<file path="src/rtl/rob_mw_if.sv">
// Reorder-buffer port bundle: dispatch, completion, squash and retire channels plus occupancy status.
interface rob_mw_if #(
  parameter int DEPTH  = 32,
  parameter int TAG_W  = 6,
  parameter int AREG_W = 5,
  parameter int RET_W  = 2,
  parameter int IDX_W  = $clog2(DEPTH)
) ();
  logic                    dispatch_valid;
  logic [TAG_W-1:0]        dispatch_T;
  logic [TAG_W-1:0]        dispatch_Told;
  logic [AREG_W-1:0]       dispatch_areg;
  logic                    dispatch_ready;
  logic [IDX_W-1:0]        dispatch_idx;
  logic                    cdb_valid;
  logic [IDX_W-1:0]        cdb_idx;
  logic                    squash_valid;
  logic [IDX_W-1:0]        squash_idx;
  logic [RET_W-1:0]        retire_valid;
  logic [RET_W*TAG_W-1:0]  retire_T;
  logic [RET_W*TAG_W-1:0]  retire_Told;
  logic [RET_W*AREG_W-1:0] retire_areg;
  logic [IDX_W:0]          count;
  logic                    empty;
  logic                    full;

  modport master (
    output dispatch_valid, dispatch_T, dispatch_Told, dispatch_areg,
           cdb_valid, cdb_idx, squash_valid, squash_idx,
    input  dispatch_ready, dispatch_idx, retire_valid, retire_T, retire_Told,
           retire_areg, count, empty, full
  );

  modport slave (
    input  dispatch_valid, dispatch_T, dispatch_Told, dispatch_areg,
           cdb_valid, cdb_idx, squash_valid, squash_idx,
    output dispatch_ready, dispatch_idx, retire_valid, retire_T, retire_Told,
           retire_areg, count, empty, full
  );
endinterface

</file>
<file path="src/rtl/rob_mw.sv">
// Multi-retire reorder buffer: one dispatch per cycle, CDB completion, up to RET_W in-order retires, tail squash.
// Optional ROB_MW_PERF_EN adds saturating full-stall and retired-instruction counters.
module rob_mw #(
  parameter int DEPTH  = 32,
  parameter int TAG_W  = 6,
  parameter int AREG_W = 5,
  parameter int RET_W  = 2,
  parameter int IDX_W  = $clog2(DEPTH)
) (
  input  logic        clock,
  input  logic        reset,
  rob_mw_if.slave     rob
`ifdef ROB_MW_PERF_EN
  ,
  output logic [31:0] perf_full_cycles,
  output logic [31:0] perf_retired
`endif
);

  logic [DEPTH-1:0]        valid_r;
  logic [DEPTH-1:0]        done_r;
  logic [TAG_W-1:0]        t_r    [DEPTH];
  logic [TAG_W-1:0]        told_r [DEPTH];
  logic [AREG_W-1:0]       areg_r [DEPTH];
  logic [IDX_W-1:0]        head_r;
  logic [IDX_W-1:0]        tail_r;
  logic [IDX_W:0]          count_r;
  logic                    empty_r;
  logic                    full_r;
  logic                    ready_r;

  logic [IDX_W-1:0]        lane_s;
  logic                    chain_s;
  logic [RET_W-1:0]        ret_valid_s;
  logic [IDX_W:0]          ret_cnt_s;
  logic [DEPTH-1:0]        ret_mask_s;
  logic [RET_W*TAG_W-1:0]  ret_t_s;
  logic [RET_W*TAG_W-1:0]  ret_told_s;
  logic [RET_W*AREG_W-1:0] ret_areg_s;

  logic                    squash_hit_s;
  logic [IDX_W-1:0]        sq_age_s;
  logic [IDX_W-1:0]        age_s;
  logic [DEPTH-1:0]        kill_mask_s;
  logic                    disp_acc_s;
  logic                    cdb_hit_s;

  logic [IDX_W-1:0]        head_n_s;
  logic [IDX_W-1:0]        tail_n_s;
  logic [IDX_W:0]          count_n_s;

  // Retire group: the contiguous run of valid+done entries starting at head.
  always_comb begin
    lane_s      = head_r;
    chain_s     = 1'b1;
    ret_valid_s = '0;
    ret_cnt_s   = '0;
    ret_mask_s  = '0;
    ret_t_s     = '0;
    ret_told_s  = '0;
    ret_areg_s  = '0;
    for (int k = 0; k < RET_W; k++) begin
      lane_s                          = head_r + IDX_W'(k);
      chain_s                         = chain_s & valid_r[lane_s] & done_r[lane_s];
      ret_valid_s[k]                  = chain_s;
      ret_mask_s[lane_s]              = chain_s;
      ret_cnt_s                       = ret_cnt_s + {{IDX_W{1'b0}}, chain_s};
      ret_t_s[k*TAG_W +: TAG_W]       = t_r[lane_s];
      ret_told_s[k*TAG_W +: TAG_W]    = told_r[lane_s];
      ret_areg_s[k*AREG_W +: AREG_W]  = areg_r[lane_s];
    end
  end

  // Squash kill set: live entries whose age from head exceeds the branch's age.
  always_comb begin
    squash_hit_s = rob.squash_valid & valid_r[rob.squash_idx];
    sq_age_s     = rob.squash_idx - head_r;
    age_s        = '0;
    kill_mask_s  = '0;
    for (int i = 0; i < DEPTH; i++) begin
      age_s          = IDX_W'(i) - head_r;
      kill_mask_s[i] = squash_hit_s & valid_r[i] & (age_s > sq_age_s);
    end
  end

  assign disp_acc_s = rob.dispatch_valid & ready_r & ~squash_hit_s;
  assign cdb_hit_s  = rob.cdb_valid & valid_r[rob.cdb_idx] & ~kill_mask_s[rob.cdb_idx];

  // Pointer and occupancy next-state; a squash rebuilds count from the branch age.
  always_comb begin
    head_n_s = head_r + ret_cnt_s[IDX_W-1:0];
    if (squash_hit_s) begin
      tail_n_s  = rob.squash_idx + {{(IDX_W-1){1'b0}}, 1'b1};
      count_n_s = {1'b0, sq_age_s} + {{IDX_W{1'b0}}, 1'b1} - ret_cnt_s;
    end else begin
      tail_n_s  = tail_r + {{(IDX_W-1){1'b0}}, disp_acc_s};
      count_n_s = count_r + {{IDX_W{1'b0}}, disp_acc_s} - ret_cnt_s;
    end
  end

  // Pointer, count and registered status flags.
  always_ff @(posedge clock) begin
    if (reset) begin
      head_r  <= '0;
      tail_r  <= '0;
      count_r <= '0;
      empty_r <= 1'b1;
      full_r  <= 1'b0;
      ready_r <= 1'b1;
    end else begin
      head_r  <= head_n_s;
      tail_r  <= tail_n_s;
      count_r <= count_n_s;
      empty_r <= (count_n_s == '0);
      full_r  <= (count_n_s == (IDX_W+1)'(DEPTH));
      ready_r <= (count_n_s != (IDX_W+1)'(DEPTH));
    end
  end

  // Per-entry valid/done: dispatch allocates, retire/squash free, CDB completes.
  always_ff @(posedge clock) begin
    if (reset) begin
      valid_r <= '0;
      done_r  <= '0;
    end else begin
      for (int i = 0; i < DEPTH; i++) begin
        if (disp_acc_s && (tail_r == IDX_W'(i))) begin
          valid_r[i] <= 1'b1;
          done_r[i]  <= 1'b0;
        end else if (kill_mask_s[i] || ret_mask_s[i]) begin
          valid_r[i] <= 1'b0;
          done_r[i]  <= 1'b0;
        end else if (cdb_hit_s && (rob.cdb_idx == IDX_W'(i))) begin
          done_r[i]  <= 1'b1;
        end else begin
          done_r[i]  <= done_r[i];
        end
      end
    end
  end

  // Payload is only meaningful while valid, so it needs no reset.
  always_ff @(posedge clock) begin
    if (disp_acc_s) begin
      t_r[tail_r]    <= rob.dispatch_T;
      told_r[tail_r] <= rob.dispatch_Told;
      areg_r[tail_r] <= rob.dispatch_areg;
    end
  end

  assign rob.dispatch_ready = ready_r;
  assign rob.dispatch_idx   = tail_r;
  assign rob.retire_valid   = ret_valid_s;
  assign rob.retire_T       = ret_t_s;
  assign rob.retire_Told    = ret_told_s;
  assign rob.retire_areg    = ret_areg_s;
  assign rob.count          = count_r;
  assign rob.empty          = empty_r;
  assign rob.full           = full_r;

`ifdef ROB_MW_PERF_EN
  logic [31:0] perf_full_r;
  logic [31:0] perf_ret_r;
  logic [32:0] perf_sum_s;

  assign perf_sum_s = {1'b0, perf_ret_r} + 33'(ret_cnt_s);

  // Saturating performance counters.
  always_ff @(posedge clock) begin
    if (reset) begin
      perf_full_r <= 32'd0;
      perf_ret_r  <= 32'd0;
    end else begin
      if (full_r && rob.dispatch_valid && (perf_full_r != 32'hFFFF_FFFF)) begin
        perf_full_r <= perf_full_r + 32'd1;
      end
      perf_ret_r <= perf_sum_s[32] ? 32'hFFFF_FFFF : perf_sum_s[31:0];
    end
  end

  assign perf_full_cycles = perf_full_r;
  assign perf_retired     = perf_ret_r;
`endif

endmodule

</file>
<file path="src/flat_wrapper.sv">
// flat-port wrapper written by rule: the top's interface ports become plain ports
module rob_mw_flat 
#(
  parameter int DEPTH  = 32,
  parameter int TAG_W  = 6,
  parameter int AREG_W = 5,
  parameter int RET_W  = 2,
  parameter int IDX_W  = $clog2(DEPTH)
)
  (clock, reset, rob_dispatch_valid, rob_dispatch_T, rob_dispatch_Told, rob_dispatch_areg, rob_cdb_valid, rob_cdb_idx, rob_squash_valid, rob_squash_idx, rob_dispatch_ready, rob_dispatch_idx, rob_retire_valid, rob_retire_T, rob_retire_Told, rob_retire_areg, rob_count, rob_empty, rob_full);
  rob_mw_if #(.DEPTH(DEPTH), .TAG_W(TAG_W), .AREG_W(AREG_W), .RET_W(RET_W), .IDX_W(IDX_W)) rob_i ();
  input  logic clock;
  input  logic reset;
  input wire logic [$bits(rob_i.dispatch_valid)-1:0] rob_dispatch_valid;
  input wire logic [$bits(rob_i.dispatch_T)-1:0] rob_dispatch_T;
  input wire logic [$bits(rob_i.dispatch_Told)-1:0] rob_dispatch_Told;
  input wire logic [$bits(rob_i.dispatch_areg)-1:0] rob_dispatch_areg;
  input wire logic [$bits(rob_i.cdb_valid)-1:0] rob_cdb_valid;
  input wire logic [$bits(rob_i.cdb_idx)-1:0] rob_cdb_idx;
  input wire logic [$bits(rob_i.squash_valid)-1:0] rob_squash_valid;
  input wire logic [$bits(rob_i.squash_idx)-1:0] rob_squash_idx;
  output wire logic [$bits(rob_i.dispatch_ready)-1:0] rob_dispatch_ready;
  output wire logic [$bits(rob_i.dispatch_idx)-1:0] rob_dispatch_idx;
  output wire logic [$bits(rob_i.retire_valid)-1:0] rob_retire_valid;
  output wire logic [$bits(rob_i.retire_T)-1:0] rob_retire_T;
  output wire logic [$bits(rob_i.retire_Told)-1:0] rob_retire_Told;
  output wire logic [$bits(rob_i.retire_areg)-1:0] rob_retire_areg;
  output wire logic [$bits(rob_i.count)-1:0] rob_count;
  output wire logic [$bits(rob_i.empty)-1:0] rob_empty;
  output wire logic [$bits(rob_i.full)-1:0] rob_full;
  assign rob_i.dispatch_valid = rob_dispatch_valid;
  assign rob_i.dispatch_T = rob_dispatch_T;
  assign rob_i.dispatch_Told = rob_dispatch_Told;
  assign rob_i.dispatch_areg = rob_dispatch_areg;
  assign rob_i.cdb_valid = rob_cdb_valid;
  assign rob_i.cdb_idx = rob_cdb_idx;
  assign rob_i.squash_valid = rob_squash_valid;
  assign rob_i.squash_idx = rob_squash_idx;
  assign rob_dispatch_ready = rob_i.dispatch_ready;
  assign rob_dispatch_idx = rob_i.dispatch_idx;
  assign rob_retire_valid = rob_i.retire_valid;
  assign rob_retire_T = rob_i.retire_T;
  assign rob_retire_Told = rob_i.retire_Told;
  assign rob_retire_areg = rob_i.retire_areg;
  assign rob_count = rob_i.count;
  assign rob_empty = rob_i.empty;
  assign rob_full = rob_i.full;
  rob_mw #(.DEPTH(DEPTH), .TAG_W(TAG_W), .AREG_W(AREG_W), .RET_W(RET_W), .IDX_W(IDX_W)) u_core (.clock(clock), .reset(reset), .rob(rob_i));
endmodule
</file>
<file path="config.mk">
export PLATFORM = sky130hd
export DESIGN_NAME = rob_mw_flat
export DESIGN_NICKNAME = d
export VERILOG_FILES = /design/src/rtl/rob_mw_if.sv /design/src/rtl/rob_mw.sv /design/src/flat_wrapper.sv
export SDC_FILE = /design/constraint.sdc
export NUM_CORES = 1
export LEC_CHECK = 0
export CORE_AREA = 2 2 354 216
export CTS_CLUSTER_SIZE = 24
export DETAILED_ROUTE_END_ITERATION = 12
export DIE_AREA = 0 0 356 218
export HOLD_SLACK_MARGIN = 0.03
export PLACE_DENSITY = 0.73
export SYNTH_ARGS = -nofsm -noshare
export SYNTH_HDL_FRONTEND = slang
export SYNTH_SLANG_ARGS = --single-unit
</file>
<file path="constraint.sdc">
create_clock -name clock -period 9.2 [get_ports clock]
set_input_delay 1.84 -clock clock [delete_from_list [all_inputs] [get_ports clock]]
set_output_delay 1.84 -clock clock [all_outputs]
set_load 0.05 [all_outputs]
</file>
==> key figures, run 1 <==
Clock network
  – CTS tree: yes
  – CTS Hold Bufs: 0
  – Root Driver: clkbuf_16
  – CTS H-tree lvls: 2
  – CTS sink count: 627
  – CTS buffer count: 58
  – Clk buf depth: 3
  – Clk slew on worst S/H paths: 0.06 ns
  – Setup bufs post-CTS: 0
  – Post_cts resized: 0
  – Clock latency on the worst-skew pair: 0.65 ns

Synth
  – Synth top area share: 48.20%
  – Synth Instances: 2394
  – Mapped cell area: 33890 um2
  – Count of cell types in the netlist: 91
  – Post-synth top cells: edfxtp_1, mux4_2, nand2_1, nand3_1, clkbuf_1
  – Number of synthesized flops with an enable pin: 544
  – Post-synth top flop: edfxtp_1
  – Ys Warns: 0
  – Yosys reg bits: 627
  – Leading area contributor after synthesis: edfxtp_1
  – Seq/Total Area, Yosys: 53.10%
  – Async set-reset flop share out of synthesis: 0%
  – Post-Syn Nets: 2506
  – Synthesized area per cell: 14.16 um2
  – Most common cell in the netlist: edfxtp_1
  – Area contributors post-synth: edfxtp_1, mux4_2, dfxtp_1

Hold path
  – Min-delay src: u_core.done_r[22]
  – Worst hold path class: reg2reg

Power
  – Switching Fraction: 25.32%
  – Clock Power Share: 39.5%
  – Switch Pwr: 1649 uW
  – Pwr/cell area: 171.7 nW/um2
  – Pint: 4864 uW
  – VDD IR max: 0.1495 mV
  – Reg power frac: 49.0%
  – LEAKAGE: 0.01220 uW
  – Combinational power share: 11.4%

Die
  – Top Ports: 82
  – Die Height: 218 um
  – Die width: 356 um
  – Initial Utilization: 45.45%
  – # rows: 78
  – Die area: 77610 um2
  – CORE AREA: 74560 um2

Global routing
  – Largest net degree at the start of global routing: 85
  – Overflow after GRT: 0
  – Initial antenna violation count: 5
  – All-Layer GR Usage: 29.91%
  – Global-route wire length before repair: 166500 um
  – Vias in the first global route: 23120

Timing
  – Final period demand of the worst path: 7.775 ns
  – Actual slew at the worst max-slew pin: 1.390 ns
  – RSZ-0062 raised after global routing: no
  – Max Clock Skew: 0.02468 ns
  – Final count of hold timing violations: 0
  – Hold slack: 0.4569 ns
  – Period utilization: 84.51%
  – Setup tns final: 0 ns
  – Final Slew Violations: 0
  – Final setup viols: 0
  – Rel. slew slack: 4.924%
  – Max Fclk: 128.6 MHz

Critical path
  – Reg-to-Reg Start: u_core.head_r[0]
  – Arrival @ worst endpoint: 5.94 ns
  – Crit start category: register
  – Slowest stage cell, crit path: clkdlybuf4s50_1
  – Req. time, crit path: 7.36 ns
  – Crit end category: primary output
  – Worst Path Buf+Inv: 5
  – Crit path kind: reg2out
  – Most frequent CP cell: buf_4
  – Largest stage delay, worst path: 0.96 ns
  – CP Launch Point: u_core.head_r[0]
  – Top fanout value on the critical path: 34
  – CP cell instances: ha_1, xor2_4, buf_4, inv_2, buf_4, buf_4, nand2_1, nand3_1, nand2_1, o21ai_0, clkdlybuf4s50_1
  – CP delay by family, top: buffers and inverters

Route
  – Highest metal used: met5
  – Met2 routed WL: 48120 um
  – Vias/cell: 6.932
  – Metal3 WL: 18300 um
  – Routed metal-1 wirelength: 47050 um
  – Final ANT Viol Nets: 0
  – Vias post-DR: 24220
  – DR iter-0 viols: 4067
  – Final wirelength: 116300 um
  – Remaining DRCs: 0
  – Wire per inst: 33.30 um
  – 1st-pass router iterations: 6

Flow run
  – Max cap viols: 0

Final layout
  – Fillers: 6130
  – Final #Nets: 2554
  – Area Overhead vs Synth: 11.93%
  – Share of cells above drive strength 1: 22.11%

Placed design
  – Port Buffer Count: 81
  – GPL Wtd Cong: 1.025
  – Final HPWL from detailed placement: 73520 um

Run status
  – Outcome: completed
[tightest hold or removal path, cell delays in order, from the launching register on]
cell and delay, ns:
dfxtp_1 0.32, inv_1 0.05, a21oi_1 0.05
[final timing paths]
check,end,slack (ns),cells past startpoint
setup reg to reg,u_core.done_r[23],2.41,17
hold reg to reg,u_core.done_r[22],0.46,2
setup / recovery,rob_retire_areg[8],1.42,11
hold / removal,u_core.done_r[22],0.46,2
[power groups by stage]
stage | clock, uW | sequential [uW] | combinational (uW)
after detailed placement | 0 | 3250 | 730
final | 2570 | 3190 | 745
after CTS | 2590 | 3190 | 736
after global routing | 2700 | 3200 | 793
after global placement | 0 | 3250 | 718
after floorplan | 0 | 3290 | 409
[sequential cells by signal, summed over array words and instances (netlist names), 5 cells and up]
signal and flops:
u_core.valid_r 32, u_core.told_r 192, u_core.rob.dispatch_idx 5, u_core.areg_r 160, u_core.rob.count 6, u_core.t_r 192, u_core.done_r 32, u_core.head_r 5
[logic make-up (layout without fill, tap and decap cells)]
family          Yosys count  after routing  share of synthesized area (%)
compound gates          366            366                          7.594
buf+inv                 257            355                          3.068
simple gates            667            667                          8.979
other cells               0              1                              0
fa+ha+maj                88             88                          3.278
flops                   627            627                          53.10
mux                     349            349                          22.82
xor+xnor                 40             40                          1.156
[cell type report]
cell class	count	area, um2	area share, %
flip-flops and latches	627	18010	47.47
diodes	1	2.502	0.006597
clock inverters	39	480.5	1.267
inverters	90	339.1	0.8939
clock buffers	71	1521	4.011
multi-input cells	1510	14950	39.40
repair buffers	155	1386	3.655
well taps	1000	1251	3.298
[layer usage]
layer  up-vias  GRT usage [%]
met1     12260          45.02
met5         -              0
met2      2082          41.34
met4         2          6.723
met3       214          10.65
li1       9660              -
[through the flow]
step	area [um2]	utilization [%]	worst slack (ns)	std cells	total power, uW
after floorplan	33890	-	2.733	2394	3697
after global placement	35930	48.19	1.938	3382	3965
after detailed placement	35930	48.19	1.838	3382	3982
after CTS	37930	50.87	1.586	3492	6522
after global routing	37930	50.87	1.439	3492	6689
final	37930	50.88	1.425	3493	6513
[cells in the final DEF, fill, tap and decap left out, types with 12 or more instances in the layout]
master and count:
and3_1 16, inv_1 79, nand2_1 311, o211ai_1 27, o21ai_0 58, nor2_2 17
buf_4 72, nor3_1 20, nand3_1 137, and2_1 12, nor2b_1 15, dfxtp_1 79
a31oi_1 15, o21a_1 14, clkbuf_1 12, clkdlybuf4s50_1 80, a211oi_1 17, a21o_1 18
a21oi_1 82, nand4_1 14, clkinv_1 13, xnor2_1 23, mux4_2 335, clkbuf_16 59
edfxtp_1 544, a41oi_1 13, nor2_1 73, ha_1 75
No activity file was read; power rests on OpenSTA's default activity.
==> run 2, diff against run 1 <==
--- a/config.mk
+++ b/config.mk
@@ -10,7 +10,7 @@
 export DETAILED_ROUTE_END_ITERATION = 12
 export DIE_AREA = 0 0 356 218
 export HOLD_SLACK_MARGIN = 0.03
-export PLACE_DENSITY = 0.73
+export PLACE_DENSITY = 0.75
 export SYNTH_ARGS = -nofsm -noshare
 export SYNTH_HDL_FRONTEND = slang
 export SYNTH_SLANG_ARGS = --single-unit
==> constraint.sdc (replaced) <==
create_clock -name clock -period 6.4 [get_ports clock]
set_input_delay 1.28 -clock clock [delete_from_list [all_inputs] [get_ports clock]]
set_output_delay 1.28 -clock clock [all_outputs]
set_load 0.05 [all_outputs]
==> key figures, run 2 (same netlist as run 1, synthesis figures left out) <==
Timing
  – Final period demand of the worst path: 6.014 ns
  – Setup tns final: 0 ns
  – Max Clock Skew: 0.05035 ns
  – Rel. slew slack: 3.799%
  – Final setup viols: 0
  – Actual slew at the worst max-slew pin: 1.443 ns
  – Final Slew Violations: 0
  – RSZ-0062 raised after global routing: no
  – Max Fclk: 166.3 MHz
  – Final count of hold timing violations: 0
  – Period utilization: 93.97%

Critical path
  – Crit start category: register
  – Reg-to-Reg Start: u_core.head_r[2]
  – Req. time, crit path: 5.12 ns
  – Crit path kind: reg2out
  – Arrival @ worst endpoint: 4.73 ns
  – CP Launch Point: u_core.head_r[1]
  – Top fanout value on the critical path: 90
  – Crit end category: primary output

Run status
  – Outcome: completed

Placed design
  – GPL Wtd Cong: 1.058
  – Port Buffer Count: 81
  – Dpl cells: 3413
  – Final HPWL from detailed placement: 74220 um

Clock network
  – CTS H-tree lvls: 2
  – CTS sink count: 627
  – CTS tree: yes
  – Post_cts resized: 0
  – Clk buf depth: 3
  – Clock latency on the worst-skew pair: 0.66 ns
  – CTS Hold Bufs: 0
  – Root Driver: clkbuf_16
  – CTS buffer count: 57
  – Clk slew on worst S/H paths: 0.07 ns
  – Setup bufs post-CTS: 0

Power
  – Pwr/cell area: 242.0 nW/um2
  – VDD IR max: 0.2154 mV
  – LEAKAGE: 0.01234 uW

Route
  – Wire per inst: 33.05 um
  – Vias/cell: 6.955
  – Final ANT Viol Nets: 0
  – Vias post-DR: 24460
  – 1st-pass router iterations: 6
  – Final wirelength: 116200 um
  – DR iter-0 viols: 4322
  – Remaining DRCs: 0

Global routing
  – Initial antenna violation count: 3
  – Largest net degree at the start of global routing: 168
  – Overflow after GRT: 0
  – Vias in the first global route: 23420
  – All-Layer GR Usage: 29.81%
  – Global-route wire length before repair: 166200 um

Flow run
  – Max cap viols: 0

Die
  – CORE AREA: 74560 um2
  – Die area: 77610 um2
  – Die Height: 218 um
  – Initial Utilization: 45.45%
  – # rows: 78
  – Die width: 356 um
  – Top Ports: 82

Final layout
  – Area Overhead vs Synth: 12.48%
  – Commonest non-fill, non-tap cell in the layout: edfxtp_1
  – Share of cells above drive strength 1: 22.97%
  – Largest registers: u_core.t_r (192), u_core.told_r (192), u_core.areg_r (160)
  – Sequential cell area: 18010 um2
  – Final Non-Filler Cells: 3517
  – Area of the multi-input gates: 14950 um2
  – Fillers: 6133
  – Final #Nets: 2584
  – Commonest cells after routing, fill and taps aside: edfxtp_1, mux4_2, nand2_1, nand3_1, buf_4

Hold path
  – Min-delay src: u_core.done_r[27]
  – Worst hold path class: reg2reg
## run 2: cell types whose count changed in the layout (fill, tap and decap cells not counted), sizes merged
cell / change
clkdlybuf4s50: -1
buf: +32
bufinv: -2
clkinv: -1
clkinvlp: -1
clkbuf: -3
## run 2: final timing paths
path | endpoint | slack [ns] | cells after the start
setup / recovery | rob_retire_areg[6] | 0.39 | 10
hold / removal | u_core.done_r[27] | 0.46 | 2
setup reg to reg | u_core.done_r[25] | 0.89 | 18
hold reg to reg | u_core.done_r[27] | 0.46 | 2
## run 2: power breakdown
group	switching, uW	total (uW)	leakage, uW	internal (uW)
clock network	1560	3540	0.000915	1980
registers	64.6	4590	0.00557	4530
logic	721	1090	0.00585	371
## run 2: worst max-delay path, stage by stage, from the launching register on
cell,delay [ns]
dfxtp_4,0.52
clkinv_1,0.13
buf_4,0.23
ha_4,0.48
buf_12,0.52
mux4_2,0.58
nand2_1,0.08
nand3_1,0.11
nand3_1,0.20
o21ai_0,0.33
clkdlybuf4s50_1,0.82
## run 2: metrics by stage
stage / hold slack [ns] / util (%) / instance area [um2] / worst slack (ns) / total power [uW]
3_5_place_dp: 0.4401 / 48.60 / 36230 / 0.04226 / 5742
2_1_floorplan: 0.4207 / - / 33890 / 0.4926 / 5314
3_3_place_gp: 0.4354 / 48.60 / 36230 / 0.1734 / 5714
6_report: 0.4558 / 51.12 / 38120 / 0.3861 / 9226
4_1_cts: 0.4504 / 51.12 / 38120 / 0.4477 / 9225
5_1_grt: 0.4834 / 51.12 / 38120 / 0.3085 / 9466
## run 2: final cells by class
type	count	share of cell area [%]
inverter	90	0.8895
tap	1000	3.282
clock inverter	35	1.031
sequential	627	47.24
antenna	1	0.006565
clock buffer	68	3.906
timing repair buffer	186	4.438
multi-input combinational	1510	39.21
## run 2: per-layer routing
metal | track usage [%] | up-vias | part of all wire, %
met1 | 44.30 | 12490 | 40
met4 | 6.568 | 2 | 2.3
met3 | 12.66 | 222 | 17
li1 | - | 9727 | -
met5 | 1.063 | - | 0.075
met2 | 40.23 | 2019 | 41
